`config.mk`:
```
export PLATFORM = sky130hd
export DESIGN_NAME = sram_arbiter_flat
export DESIGN_NICKNAME = d
export VERILOG_FILES = /design/src/rtl/sram_arbiter_if.sv /design/src/rtl/sram_arbiter.sv /design/src/flat_wrapper.sv
export SDC_FILE = /design/constraint.sdc
export NUM_CORES = 1
export LEC_CHECK = 0
export CAP_MARGIN = 20
export CORE_ASPECT_RATIO = 0.9
export CORE_MARGIN = 2
export CORE_UTILIZATION = 42
export CTS_CLUSTER_DIAMETER = 30
export DETAILED_ROUTE_END_ITERATION = 10
export HOLD_SLACK_MARGIN = 0.06
export PLACE_DENSITY = 0.86
export SLEW_MARGIN = 0
export SYNTH_ARGS = -nofsm -noshare
export SYNTH_HDL_FRONTEND = slang
export SYNTH_SLANG_ARGS = --single-unit
export TNS_END_PERCENT = 10
```
`constraint.sdc`:
```
create_clock -name wb_clk_i -period 2.8 [get_ports wb_clk_i]
set_input_delay 0.56 -clock wb_clk_i [delete_from_list [all_inputs] [get_ports wb_clk_i]]
set_output_delay 0.56 -clock wb_clk_i [all_outputs]
set_load 0.05 [all_outputs]
```
`src/rtl/sram_arbiter_if.sv`:
```
`default_nettype none
// ============================================================================
// Module   : sram_arbiter_if
// Purpose  : Bundles the two requester handshakes and the dual-port SRAM
//            macro pins used by sram_arbiter.
// Ports    : rN_* - requester N (0/1) request/command/ack/read-data
//            sram_*_a - read-only port A pins, sram_*_b - write-only port B
// Modports : slave  - the arbiter side
//            master - the requester/macro side (testbench, top level glue)
// Revision : 1.0 - initial release
// ============================================================================
interface sram_arbiter_if #(
    parameter int ADDR_WD = 9,
    parameter int DATA_WD = 32
);
    localparam int c_MASK_WD = DATA_WD / 8;

    logic                 r0_req;
    logic                 r0_we;
    logic [ADDR_WD-1:0]   r0_addr;
    logic [DATA_WD-1:0]   r0_wdata;
    logic [c_MASK_WD-1:0] r0_mask;
    logic                 r0_ack;
    logic [DATA_WD-1:0]   r0_rdata;

    logic                 r1_req;
    logic                 r1_we;
    logic [ADDR_WD-1:0]   r1_addr;
    logic [DATA_WD-1:0]   r1_wdata;
    logic [c_MASK_WD-1:0] r1_mask;
    logic                 r1_ack;
    logic [DATA_WD-1:0]   r1_rdata;

    logic                 sram_csb_a;
    logic [ADDR_WD-1:0]   sram_addr_a;
    logic [DATA_WD-1:0]   sram_dout_a;
    logic                 sram_csb_b;
    logic                 sram_web_b;
    logic [c_MASK_WD-1:0] sram_mask_b;
    logic [ADDR_WD-1:0]   sram_addr_b;
    logic [DATA_WD-1:0]   sram_din_b;

    modport slave (
        input  r0_req, r0_we, r0_addr, r0_wdata, r0_mask,
        input  r1_req, r1_we, r1_addr, r1_wdata, r1_mask,
        output r0_ack, r0_rdata, r1_ack, r1_rdata,
        output sram_csb_a, sram_addr_a,
        input  sram_dout_a,
        output sram_csb_b, sram_web_b, sram_mask_b, sram_addr_b, sram_din_b
    );

    modport master (
        output r0_req, r0_we, r0_addr, r0_wdata, r0_mask,
        output r1_req, r1_we, r1_addr, r1_wdata, r1_mask,
        input  r0_ack, r0_rdata, r1_ack, r1_rdata,
        input  sram_csb_a, sram_addr_a,
        output sram_dout_a,
        input  sram_csb_b, sram_web_b, sram_mask_b, sram_addr_b, sram_din_b
    );
endinterface
`default_nettype wire

```
`src/rtl/sram_arbiter.sv`:
```
`default_nettype none
// ============================================================================
// Module   : sram_arbiter
// Purpose  : Two-requester arbiter/sequencer for a dual-port SRAM macro with a
//            read-only port A and a write-only port B. Each port has its own
//            FSM and arbitration pointer, so a read and a write from different
//            requesters can be in flight together. A read to the address that
//            port B is writing (or is granting a write to) is held off until
//            the write strobe has completed.
// Ports    : wb_clk_i - clock, rising edge
//            wb_rst_i - synchronous active-high reset
//            bus      - sram_arbiter_if.slave (requesters + SRAM macro pins)
// Params   : ADDR_WD  - word address width
//            DATA_WD  - data width (byte mask is DATA_WD/8)
//            ARB_MODE - 0 round-robin per port, 1 fixed priority (r0 wins)
// Revision : 1.0 - initial release
// ============================================================================
module sram_arbiter #(
    parameter int ADDR_WD  = 9,
    parameter int DATA_WD  = 32,
    parameter int ARB_MODE = 0
) (
    input  wire logic     wb_clk_i,
    input  wire logic     wb_rst_i,
    sram_arbiter_if.slave bus
);
    localparam int c_MASK_WD = DATA_WD / 8;

    // Port B (write) states
    localparam logic [1:0] c_B_IDLE = 2'd0;
    localparam logic [1:0] c_B_WR   = 2'd1;
    localparam logic [1:0] c_B_ACK  = 2'd2;

    // Port A (read) states
    localparam logic [1:0] c_A_IDLE = 2'd0;
    localparam logic [1:0] c_A_RD   = 2'd1;
    localparam logic [1:0] c_A_CAP  = 2'd2;
    localparam logic [1:0] c_A_ACK  = 2'd3;

    // ------------------------------------------------------------------------
    // Registered state and outputs
    // ------------------------------------------------------------------------
    logic [1:0]           r_b_state;
    logic                 r_b_owner;
    logic                 r_b_pref;     // requester preferred on the next B tie
    logic [1:0]           r_a_state;
    logic                 r_a_owner;
    logic                 r_a_pref;     // requester preferred on the next A tie

    logic                 r_csb_a;
    logic [ADDR_WD-1:0]   r_addr_a;
    logic                 r_csb_b;
    logic                 r_web_b;
    logic [c_MASK_WD-1:0] r_mask_b;
    logic [ADDR_WD-1:0]   r_addr_b;
    logic [DATA_WD-1:0]   r_din_b;
    logic [1:0]           r_ack;
    logic [DATA_WD-1:0]   r_rdata [2];

    // ------------------------------------------------------------------------
    // Requester inputs gathered into indexable form
    // ------------------------------------------------------------------------
    logic [1:0]           w_req;
    logic [1:0]           w_we;
    logic [ADDR_WD-1:0]   w_addr  [2];
    logic [DATA_WD-1:0]   w_wdata [2];
    logic [c_MASK_WD-1:0] w_mask  [2];

    assign w_req      = {bus.r1_req, bus.r0_req};
    assign w_we       = {bus.r1_we,  bus.r0_we};
    assign w_addr[0]  = bus.r0_addr;
    assign w_addr[1]  = bus.r1_addr;
    assign w_wdata[0] = bus.r0_wdata;
    assign w_wdata[1] = bus.r1_wdata;
    assign w_mask[0]  = bus.r0_mask;
    assign w_mask[1]  = bus.r1_mask;

    // ------------------------------------------------------------------------
    // Eligibility
    // ------------------------------------------------------------------------
    logic [1:0]         w_busy;
    logic [1:0]         w_elig_b;
    logic [1:0]         w_elig_a;
    logic [1:0]         w_collide;
    logic               w_gnt_b_vld;
    logic               w_gnt_b_id;
    logic [ADDR_WD-1:0] w_gnt_b_addr;
    logic               w_gnt_a_vld;
    logic               w_gnt_a_id;

    generate
        for (genvar gi = 0; gi < 2; gi++) begin : g_req
            // A requester holds at most one transaction; the ACK state still
            // counts as owned so the ack cycle can never re-grant.
            assign w_busy[gi] = ((r_a_state != c_A_IDLE) && (r_a_owner == 1'(gi))) ||
                                ((r_b_state != c_B_IDLE) && (r_b_owner == 1'(gi)));

            assign w_elig_b[gi] = w_req[gi] & w_we[gi] & ~w_busy[gi] & ~r_ack[gi];

            // Read must wait behind a same-address write that is strobing now
            // or being granted on this edge.
            assign w_collide[gi] = ((r_b_state == c_B_WR) && (r_addr_b == w_addr[gi])) ||
                                   (w_gnt_b_vld && (w_gnt_b_addr == w_addr[gi]));

            assign w_elig_a[gi] = w_req[gi] & ~w_we[gi] & ~w_busy[gi] & ~r_ack[gi] &
                                  ~w_collide[gi];
        end
    endgenerate

    always_comb begin
        w_gnt_b_vld = 1'b0;
        w_gnt_b_id  = 1'b0;
        if (r_b_state == c_B_IDLE) begin
            if (w_elig_b == 2'b11) begin
                w_gnt_b_vld = 1'b1;
                w_gnt_b_id  = (ARB_MODE == 1) ? 1'b0 : r_b_pref;
            end else if (w_elig_b[0]) begin
                w_gnt_b_vld = 1'b1;
                w_gnt_b_id  = 1'b0;
            end else if (w_elig_b[1]) begin
                w_gnt_b_vld = 1'b1;
                w_gnt_b_id  = 1'b1;
            end
        end
    end

    assign w_gnt_b_addr = w_addr[w_gnt_b_id];

    always_comb begin
        w_gnt_a_vld = 1'b0;
        w_gnt_a_id  = 1'b0;
        if (r_a_state == c_A_IDLE) begin
            if (w_elig_a == 2'b11) begin
                w_gnt_a_vld = 1'b1;
                w_gnt_a_id  = (ARB_MODE == 1) ? 1'b0 : r_a_pref;
            end else if (w_elig_a[0]) begin
                w_gnt_a_vld = 1'b1;
                w_gnt_a_id  = 1'b0;
            end else if (w_elig_a[1]) begin
                w_gnt_a_vld = 1'b1;
                w_gnt_a_id  = 1'b1;
            end
        end
    end

    // ------------------------------------------------------------------------
    // Port FSMs and registered outputs
    // ------------------------------------------------------------------------
    always_ff @(posedge wb_clk_i) begin
        if (wb_rst_i) begin
            r_b_state  <= c_B_IDLE;
            r_b_owner  <= 1'b0;
            r_b_pref   <= 1'b0;
            r_a_state  <= c_A_IDLE;
            r_a_owner  <= 1'b0;
            r_a_pref   <= 1'b0;
            r_csb_a    <= 1'b1;
            r_addr_a   <= '0;
            r_csb_b    <= 1'b1;
            r_web_b    <= 1'b1;
            r_mask_b   <= '0;
            r_addr_b   <= '0;
            r_din_b    <= '0;
            r_ack      <= 2'b00;
            r_rdata[0] <= '0;
            r_rdata[1] <= '0;
        end else begin
            r_ack <= 2'b00;

            case (r_b_state)
                c_B_IDLE: begin
                    if (w_gnt_b_vld) begin
                        r_b_state <= c_B_WR;
                        r_b_owner <= w_gnt_b_id;
                        r_b_pref  <= ~w_gnt_b_id;
                        r_csb_b   <= 1'b0;
                        r_web_b   <= 1'b0;
                        r_addr_b  <= w_gnt_b_addr;
                        r_din_b   <= w_wdata[w_gnt_b_id];
                        r_mask_b  <= w_mask[w_gnt_b_id];
                    end
                end
                c_B_WR: begin
                    r_b_state        <= c_B_ACK;
                    r_csb_b          <= 1'b1;
                    r_web_b          <= 1'b1;
                    r_ack[r_b_owner] <= 1'b1;
                end
                c_B_ACK: r_b_state <= c_B_IDLE;
                default: r_b_state <= c_B_IDLE;
            endcase

            case (r_a_state)
                c_A_IDLE: begin
                    if (w_gnt_a_vld) begin
                        r_a_state <= c_A_RD;
                        r_a_owner <= w_gnt_a_id;
                        r_a_pref  <= ~w_gnt_a_id;
                        r_csb_a   <= 1'b0;
                        r_addr_a  <= w_addr[w_gnt_a_id];
                    end
                end
                c_A_RD: begin
                    r_a_state <= c_A_CAP;
                    r_csb_a   <= 1'b1;
                end
                c_A_CAP: begin
                    // Macro output is valid this cycle; capture and ack together.
                    r_a_state          <= c_A_ACK;
                    r_rdata[r_a_owner] <= bus.sram_dout_a;
                    r_ack[r_a_owner]   <= 1'b1;
                end
                c_A_ACK: r_a_state <= c_A_IDLE;
                default: r_a_state <= c_A_IDLE;
            endcase
        end
    end

    assign bus.sram_csb_a  = r_csb_a;
    assign bus.sram_addr_a = r_addr_a;
    assign bus.sram_csb_b  = r_csb_b;
    assign bus.sram_web_b  = r_web_b;
    assign bus.sram_mask_b = r_mask_b;
    assign bus.sram_addr_b = r_addr_b;
    assign bus.sram_din_b  = r_din_b;
    assign bus.r0_ack      = r_ack[0];
    assign bus.r1_ack      = r_ack[1];
    assign bus.r0_rdata    = r_rdata[0];
    assign bus.r1_rdata    = r_rdata[1];

endmodule
`default_nettype wire

```
`src/flat_wrapper.sv`:
```
// flat-port wrapper written by rule: the top's interface ports become plain ports
module sram_arbiter_flat 
#(
    parameter int ADDR_WD  = 9,
    parameter int DATA_WD  = 32,
    parameter int ARB_MODE = 0
)
  (wb_clk_i, wb_rst_i, bus_r0_req, bus_r0_we, bus_r0_addr, bus_r0_wdata, bus_r0_mask, bus_r1_req, bus_r1_we, bus_r1_addr, bus_r1_wdata, bus_r1_mask, bus_r0_ack, bus_r0_rdata, bus_r1_ack, bus_r1_rdata, bus_sram_csb_a, bus_sram_addr_a, bus_sram_dout_a, bus_sram_csb_b, bus_sram_web_b, bus_sram_mask_b, bus_sram_addr_b, bus_sram_din_b);
  sram_arbiter_if #(.ADDR_WD(ADDR_WD), .DATA_WD(DATA_WD)) bus_i ();
  input  wire logic wb_clk_i;
  input  wire logic wb_rst_i;
  input wire logic [$bits(bus_i.r0_req)-1:0] bus_r0_req;
  input wire logic [$bits(bus_i.r0_we)-1:0] bus_r0_we;
  input wire logic [$bits(bus_i.r0_addr)-1:0] bus_r0_addr;
  input wire logic [$bits(bus_i.r0_wdata)-1:0] bus_r0_wdata;
  input wire logic [$bits(bus_i.r0_mask)-1:0] bus_r0_mask;
  input wire logic [$bits(bus_i.r1_req)-1:0] bus_r1_req;
  input wire logic [$bits(bus_i.r1_we)-1:0] bus_r1_we;
  input wire logic [$bits(bus_i.r1_addr)-1:0] bus_r1_addr;
  input wire logic [$bits(bus_i.r1_wdata)-1:0] bus_r1_wdata;
  input wire logic [$bits(bus_i.r1_mask)-1:0] bus_r1_mask;
  output wire logic [$bits(bus_i.r0_ack)-1:0] bus_r0_ack;
  output wire logic [$bits(bus_i.r0_rdata)-1:0] bus_r0_rdata;
  output wire logic [$bits(bus_i.r1_ack)-1:0] bus_r1_ack;
  output wire logic [$bits(bus_i.r1_rdata)-1:0] bus_r1_rdata;
  output wire logic [$bits(bus_i.sram_csb_a)-1:0] bus_sram_csb_a;
  output wire logic [$bits(bus_i.sram_addr_a)-1:0] bus_sram_addr_a;
  input wire logic [$bits(bus_i.sram_dout_a)-1:0] bus_sram_dout_a;
  output wire logic [$bits(bus_i.sram_csb_b)-1:0] bus_sram_csb_b;
  output wire logic [$bits(bus_i.sram_web_b)-1:0] bus_sram_web_b;
  output wire logic [$bits(bus_i.sram_mask_b)-1:0] bus_sram_mask_b;
  output wire logic [$bits(bus_i.sram_addr_b)-1:0] bus_sram_addr_b;
  output wire logic [$bits(bus_i.sram_din_b)-1:0] bus_sram_din_b;
  assign bus_i.r0_req = bus_r0_req;
  assign bus_i.r0_we = bus_r0_we;
  assign bus_i.r0_addr = bus_r0_addr;
  assign bus_i.r0_wdata = bus_r0_wdata;
  assign bus_i.r0_mask = bus_r0_mask;
  assign bus_i.r1_req = bus_r1_req;
  assign bus_i.r1_we = bus_r1_we;
  assign bus_i.r1_addr = bus_r1_addr;
  assign bus_i.r1_wdata = bus_r1_wdata;
  assign bus_i.r1_mask = bus_r1_mask;
  assign bus_r0_ack = bus_i.r0_ack;
  assign bus_r0_rdata = bus_i.r0_rdata;
  assign bus_r1_ack = bus_i.r1_ack;
  assign bus_r1_rdata = bus_i.r1_rdata;
  assign bus_sram_csb_a = bus_i.sram_csb_a;
  assign bus_sram_addr_a = bus_i.sram_addr_a;
  assign bus_i.sram_dout_a = bus_sram_dout_a;
  assign bus_sram_csb_b = bus_i.sram_csb_b;
  assign bus_sram_web_b = bus_i.sram_web_b;
  assign bus_sram_mask_b = bus_i.sram_mask_b;
  assign bus_sram_addr_b = bus_i.sram_addr_b;
  assign bus_sram_din_b = bus_i.sram_din_b;
  sram_arbiter #(.ADDR_WD(ADDR_WD), .DATA_WD(DATA_WD), .ARB_MODE(ARB_MODE)) u_core (.wb_clk_i(wb_clk_i), .wb_rst_i(wb_rst_i), .bus(bus_i));
endmodule
```
### Word-level counts from Yosys, hierarchy flattened

Memory sizes are Yosys's and may differ from the RTL's.
Cells that the tools add are included.

| storage, ports and cells | value |
|---|---|
| register bits | 66 |
| latch bits | 0 |
| bits in writable memories | 64 |
| ROM bits | 0 |
| input bits | 128 |
| output and inout port bits | 123 |
| logic and storage cells | 135 |
| memories kept | 1 |

Memories:

| name | words | bits a word | rd ports | clocked after memory_dff | wr ports | line | RTL |
|---|---|---|---|---|---|---|---|
| u_core.r_rdata | 2 | 32 | 2 | 0 | 2 | sram_arbiter.sv:58 | `logic [DATA_WD-1:0] r_rdata [2];` |

| operators by class | value |
|---|---|
| add/subtract/negate cells | 0 |
| multiply operators | 0 |
| div/mod/pow operators | 0 |
| order comparisons | 6 |
| equal/unequal tests | 12 |
| shifts and indexed selects | 0 |
| mux-type cells | 49 |
| bitwise operators | 29 |
| reduce and logical (&&, ||, !) cells | 25 |

Operators by type and width:

| kind | number |
|---|---|
| 32-bit two-way mux | 4 |
| 9-bit two-way mux | 6 |
| 9-bit equality test | 4 |
| 32-bit OR reduction | 1 |
| 1-bit two-way mux | 25 |
| 1-bit bitwise AND | 14 |
| 4-bit two-way mux | 3 |
| 1-bit inverter | 12 |
| 1-bit logical AND | 10 |
| 2-bit two-way mux | 5 |
| 2-bit equality test, second input constant | 4 |
| 2-bit one-hot mux with 4 select lines | 1 |
| 2-bit AND reduction | 4 |
| 2-bit nonzero test | 4 |
| 2-bit by 1-bit equality test with 1-bit output, second input constant | 2 |
| 2-bit >= comparator, second input constant | 2 |
| 2-bit logical NOT | 2 |
| 1-bit logical OR | 4 |
| 1-bit by 2-bit < comparator with 1-bit output, second input constant | 2 |
| 2-bit by 1-bit != test with 1-bit output, second input constant | 2 |
| 1-bit inverter with 2-bit output | 2 |
| 1-bit one-hot mux with 2 select lines | 2 |
| 2-bit one-hot mux with 2 select lines | 1 |
| 1-bit demux with 1-bit select | 2 |
| 2 further kinds | 3 |

### Depth between registers and ports, before layout

| depth | value |
|---|---|
| depth after elaboration | 27 |
| gate-level depth with buffers | 11 |

### Least setup slack after synthesis

No wires, ideal clock.

| path | value |
|---|---|
| path type | reg-to-reg |
| start | reg u_core.r_ack[1] |
| end | reg u_core.r_a_state[1] |
| data arrival time | 2.501 ns |
| setup slack | 0.229 ns |
| stages on the path, launching flop included | 7 |
| buffers on the path | 0 |
| clock period less this slack | 2.571 ns |
| path through | dfxtp_1 > nand2b_1 > or4_4 > a2111oi_4 > nor3_1 > or4_1 > a21oi_1 |

| on the way | value |
|---|---|
| word-level cells in the longest chain between the ends | 20 |

Ends and longest elaborated chain:

| element | line | RTL |
|---|---|---|
| start, declared | sram_arbiter.sv:57 | `logic [1:0] r_ack;` |
| start signal, assigned | sram_arbiter.sv:164 | `r_ack <= 2'b00;` |
| start signal, assigned | sram_arbiter.sv:168 | `r_ack <= 2'b00;` |
| start signal, assigned by index | sram_arbiter.sv:187 | `r_ack[r_b_owner] <= 1'b1;` |
| 1-bit inverter (*) | sram_arbiter.sv:98, sram_arbiter.sv:105 |  |
| 1-bit bitwise AND | sram_arbiter.sv:98 | `assign w_elig_b[gi] = w_req[gi] & w_we[gi] & ~w_busy[gi] & ~r_ack[gi];` |
| 1-bit two-way mux | sram_arbiter.sv:120 | `end else if (w_elig_b[1]) begin` |
| 1-bit two-way mux | sram_arbiter.sv:117 | `end else if (w_elig_b[0]) begin` |
| 1-bit two-way mux | sram_arbiter.sv:114 | `if (w_elig_b == 2'b11) begin` |
| 1-bit two-way mux | sram_arbiter.sv:113 | `if (r_b_state == c_B_IDLE) begin` |
| 1-bit inverter with 2-bit output (not written as such) | sram_arbiter.sv:127 | `assign w_gnt_b_addr = w_addr[w_gnt_b_id];` |
| 9-bit two-way mux (not written as such) (3 in a row) | sram_arbiter.sv:127 |  |
| (+2 left out) | - |  |
| 1-bit logical OR | sram_arbiter.sv:102 | `assign w_collide[gi] = ((r_b_state == c_B_WR) && (r_addr_b == w_addr[gi])) \|\|` |
| 1-bit inverter | sram_arbiter.sv:106 | `~w_collide[gi];` |
| 1-bit bitwise AND | sram_arbiter.sv:105 | `assign w_elig_a[gi] = w_req[gi] & ~w_we[gi] & ~w_busy[gi] & ~r_ack[gi] &` |
| 1-bit two-way mux | sram_arbiter.sv:139 | `end else if (w_elig_a[1]) begin` |
| 1-bit two-way mux | sram_arbiter.sv:136 | `end else if (w_elig_a[0]) begin` |
| 1-bit two-way mux (*) | sram_arbiter.sv:133 | `if (w_elig_a == 2'b11) begin` |
| 1-bit two-way mux (*) | sram_arbiter.sv:132 | `if (r_a_state == c_A_IDLE) begin` |
| 2-bit by 1-bit != test with 1-bit output (no source line) (*) | - |  |
| end signal, assigned | sram_arbiter.sv:154 | `r_a_state <= c_A_IDLE;` |
| end signal, assigned | sram_arbiter.sv:196 | `r_a_state <= c_A_RD;` |
| end signal, assigned | sram_arbiter.sv:204 | `r_a_state <= c_A_CAP;` |
| end, declared | sram_arbiter.sv:46 | `logic [1:0] r_a_state;` |

Every way passes the cells marked *; elsewhere a longest branch is shown, timed or not. The select of a mux whose other input is x is not followed.
A chain may end at the register's enable or synchronous reset.

### Final worst setup path

| path | value |
|---|---|
| start | in bus_r1_we |
| end | reg u_core.r_a_state[1] |

| on the way | value |
|---|---|
| word-level cells in the longest chain between the ends | 21 |

Ends and longest elaborated chain:

| element | line | RTL |
|---|---|---|
| start, declared | flat_wrapper.sv:18 | `input wire logic [$bits(bus_i.r1_we)-1:0] bus_r1_we;` |
| 1-bit bitwise AND (3 in a row) | sram_arbiter.sv:98 |  |
| 1-bit two-way mux | sram_arbiter.sv:120 |  |
| 1-bit two-way mux | sram_arbiter.sv:117 |  |
| 1-bit two-way mux | sram_arbiter.sv:114 |  |
| 1-bit two-way mux | sram_arbiter.sv:113 |  |
| 1-bit inverter with 2-bit output (not written as such) | sram_arbiter.sv:127 |  |
| 9-bit two-way mux (not written as such) (3 in a row) | sram_arbiter.sv:127 |  |
| 9-bit equality test | sram_arbiter.sv:103 | `(w_gnt_b_vld && (w_gnt_b_addr == w_addr[gi]));` |
| 1-bit logical AND | sram_arbiter.sv:103 |  |
| 1-bit logical OR | sram_arbiter.sv:102 |  |
| 1-bit inverter | sram_arbiter.sv:106 |  |
| 1-bit bitwise AND | sram_arbiter.sv:105 |  |
| 1-bit two-way mux | sram_arbiter.sv:139 |  |
| 1-bit two-way mux | sram_arbiter.sv:136 |  |
| 1-bit two-way mux (*) | sram_arbiter.sv:133 |  |
| 1-bit two-way mux (*) | sram_arbiter.sv:132 |  |
| 2-bit by 1-bit != test with 1-bit output (no source line) (*) | - |  |

Marks and branches as above.

==> metrics.csv <==
metric,value,unit
status,finished clean,
cpLargestDelayFamily,simple AND/OR/NAND/NOR gates,
sequentialPowerShare,0.327,
synthXorXnorAreaFrac,0.0428,
dp_hpwl,12100,um
grt_overflow,0,
cts_tree,built,
place_inst,922,
power_frac_comb,0.359,
crit_path_end,u_core.r_a_state[1]$_SDFFE_PP0P_,
postSynth.asyncResetShare,0,
p_per_area,844,mW/mm2
final_cells,955,
hold_ws,0.490,ns
grt_max_degree,64,
grt_pass1_wl,26400,um
synth_ff_type,dfxtp_1,
synth_top_family_by_area,simple AND/OR/NAND/NOR gates,
cts_max_path_buffers,2,
path_cells,"clkdlybuf4s50_1, inv_1, or4_4, a2111oi_4, buf_4, nor3_2, or4_1, a21oi_1",
drc,0,
netlist_area,0.00553,mm2
synth_adder_area_share,0.00679,
final_common_cell,clkdlybuf4s50_1,
start_util,0.433,
clock-sinks,130,
htree_levels,4,
timing.rr.end,u_core.r_a_state[1]$_SDFFE_PP0P_,
power_switching,2730,uW
setup_viol,0,
swShare,0.356,
syn_inst,503,
gp_congestion,0.874,
numCtsBuffers,17,
ys_warn_count,0,
synth-simple-area-share,0.172,
first_global_vias,5085,
p_clk_frac,0.314,
r2r-start,u_core.r_a_state[1]$_SDFFE_PP0P_,
die_y,113,um
rsz0062_at_grt,true,
synth-seq-area-share,0.586,
cp_data_required_time,3.14,ns
clk-insertion-delay-late,0.42,ns
maxCapViolCount,0,
critPathLaunchType,input pin,
finalMaxSlewViolations,0,
viasPerCell,5.29,
core_area,0.0128,mm2
clk_pin_slew_worst_paths,0.05,ns
avgSynthCellArea,11.0,um2
fin_skew,0.00947,ns
io_buffers,250,
vdd_ir_drop_max,0.000694,V
syn_to_final_growth,64.2,%
cp.arrival,3.02,ns
crit_fanout,5,
wl_per_cell,17.9,um
cpMaxStageDelayCell,or4_4,
drt-initial-drc-count,473,
fin_util,0.710,
ant_nets,0,
dieArea,0.0141,mm2
synth_edf_count,64,
drt-total-wl,17100,um
max_freq,373,MHz
place_ws,-0.255,ns
period_share,0.957,
critical_path.endpoint_type,flip-flop,
max_stage_delay,0.56,ns
finalWorstSetupSlack,0.119,ns
cp.depth,8,
seq_area,0.00324,mm2
synth_nets,634,
vias,5055,
crit_buf_inv,3,
final_nets,909,
max_slew_margin,0.468,
drive_gt1_frac,0.101,
grt_use_total,0.238,
num_antenna_cells,0,
synth_seq_cells,130,
min_path_type,flip-flop to flip-flop,
rows,39,
leakagePower,0.00331,uW
critPathLaunch,bus_r1_we,
synth-compound-area-share,0.143,
p_int,4940,uW
r2r_cells,9,
synth_mux_area_frac,0.0163,
layout_common_cells,"clkdlybuf4s50_1 (249), dfxtp_1 (66), and2_1 (65), edfxtp_1 (64), nand2_1 (41)",
first_pass_iters,5,
worst_pin_slew,0.797,ns
fillers,871,
fp.dieW,125,um
ys_types,47,
finalCriticalPeriod,2.68,ns
top_level_ports,251,
hold_viol,0,
finalSetupTns,0,ns
reg2reg_setup_slack,0.18,ns
cts_root_buffer,clkbuf_16,
multiInputGateArea,0.00214,mm2
antenna_found_initial,0,
critical_path_class,input pin to flip-flop,
-- area by class of cell --
type	instances	area share
well taps	164	0.0226
clock buffers	20	0.0481
clock inverters	12	0.0226
flip-flops and latches	130	0.357
repair buffers	286	0.307
multi-input cells	327	0.236
inverters	16	0.00661
-- metal layers --
| layer | vias up | part of all wire | GRT usage |
|---|---|---|---|
| met5 | - | 0 | 0 |
| met4 | 0 | 0.024 | 0.0919 |
| met3 | 39 | 0.076 | 0.0643 |
| met2 | 260 | 0.49 | 0.407 |
| met1 | 2381 | 0.41 | 0.290 |
| li1 | 2375 | - | - |
-- cells in the mapped netlist, types with 12 or more instances --
cell type / count / area share
and2_1: 65 / 0.074
dfxtp_1: 66 / 0.24
nand3_1: 18 / 0.016
a22oi_1: 36 / 0.049
a211oi_1: 12 / 0.016
nand2_1: 41 / 0.028
nor2_1: 17 / 0.012
edfxtp_1: 64 / 0.35
clkbuf_1: 22 / 0.015
inv_1: 16 / 0.011
xnor2_1: 27 / 0.043
a21oi_1: 39 / 0.035
-- registers in the layout, indices dropped and copies added, names as in the netlist, 2 cells and up --
register and flops:
u_core.r_b_state 2, u_core.r_ack 2, u_core.r_rdata 64, u_core.r_a_state 2, u_core.bus.sram_addr_a 9, u_core.bus.sram_mask_b 4, u_core.bus.sram_addr_b 9, u_core.bus.sram_din_b 32
-- worst reg2reg max path: cells and delay by family (launching register included) --
family	cells	cell delay, ns
flops	1	0.31
fa+ha+maj	1	0.20
simple gates	4	1.10
compound gates	2	0.65
buf+inv	2	0.29
-- worst min-delay path by stage --
| stage | start | to | depth (start not counted) | slack (ns) |
|---|---|---|---|---|
| floorplan | u_core.r_b_pref$_SDFFE_PP0P_ | u_core.r_b_pref$_SDFFE_PP0P_ | 2 | 0.48 |
| global placement | u_core.bus.sram_addr_a[8]$_SDFFE_PP0P_ | u_core.bus.sram_addr_a[8]$_SDFFE_PP0P_ | 2 | 0.48 |
| detailed placement | u_core.bus.sram_addr_a[8]$_SDFFE_PP0P_ | u_core.bus.sram_addr_a[8]$_SDFFE_PP0P_ | 2 | 0.49 |
| CTS | u_core.bus.sram_addr_a[8]$_SDFFE_PP0P_ | u_core.bus.sram_addr_a[8]$_SDFFE_PP0P_ | 2 | 0.49 |
| global route | u_core.bus.sram_addr_a[0]$_SDFFE_PP0P_ | u_core.bus.sram_addr_a[0]$_SDFFE_PP0P_ | 2 | 0.53 |
| finish | u_core.bus.sram_addr_a[8]$_SDFFE_PP0P_ | u_core.bus.sram_addr_a[8]$_SDFFE_PP0P_ | 2 | 0.49 |
-- what timing repair did --
item,in CTS,in global routing
resized for setup,0,5
setup endpoints to repair,0,2
hold buffers,0,0
buffers inserted,0,1
-- stage by stage --
stage,instance area [um2],total power (uW)
2_1_floorplan,5530,4200
3_3_place_gp,8410,5190
3_5_place_dp,8410,5260
4_1_cts,9050,7690
5_1_grt,9080,7980
6_report,9080,7660
-- power groups by stage --
| stage | Sequential [uW] | Combinational, uW | Clock (uW) |
|---|---|---|---|
| 6_report | 2500 | 2750 | 2410 |
| 5_1_grt | 2530 | 2910 | 2530 |
| 4_1_cts | 2500 | 2750 | 2440 |
| 3_5_place_dp | 2530 | 2730 | 0 |
| 3_3_place_gp | 2520 | 2670 | 0 |
| 2_1_floorplan | 3390 | 812 | 0 |
-- cells by family after synthesis --
kind of cell    after synthesis
simple gates                175
fa+ha+maj                     3
compound gates              113
flops                       130
buf+inv                      46
xor+xnor                     27
mux                           9
No activity file was read; power rests on OpenSTA's default activity.
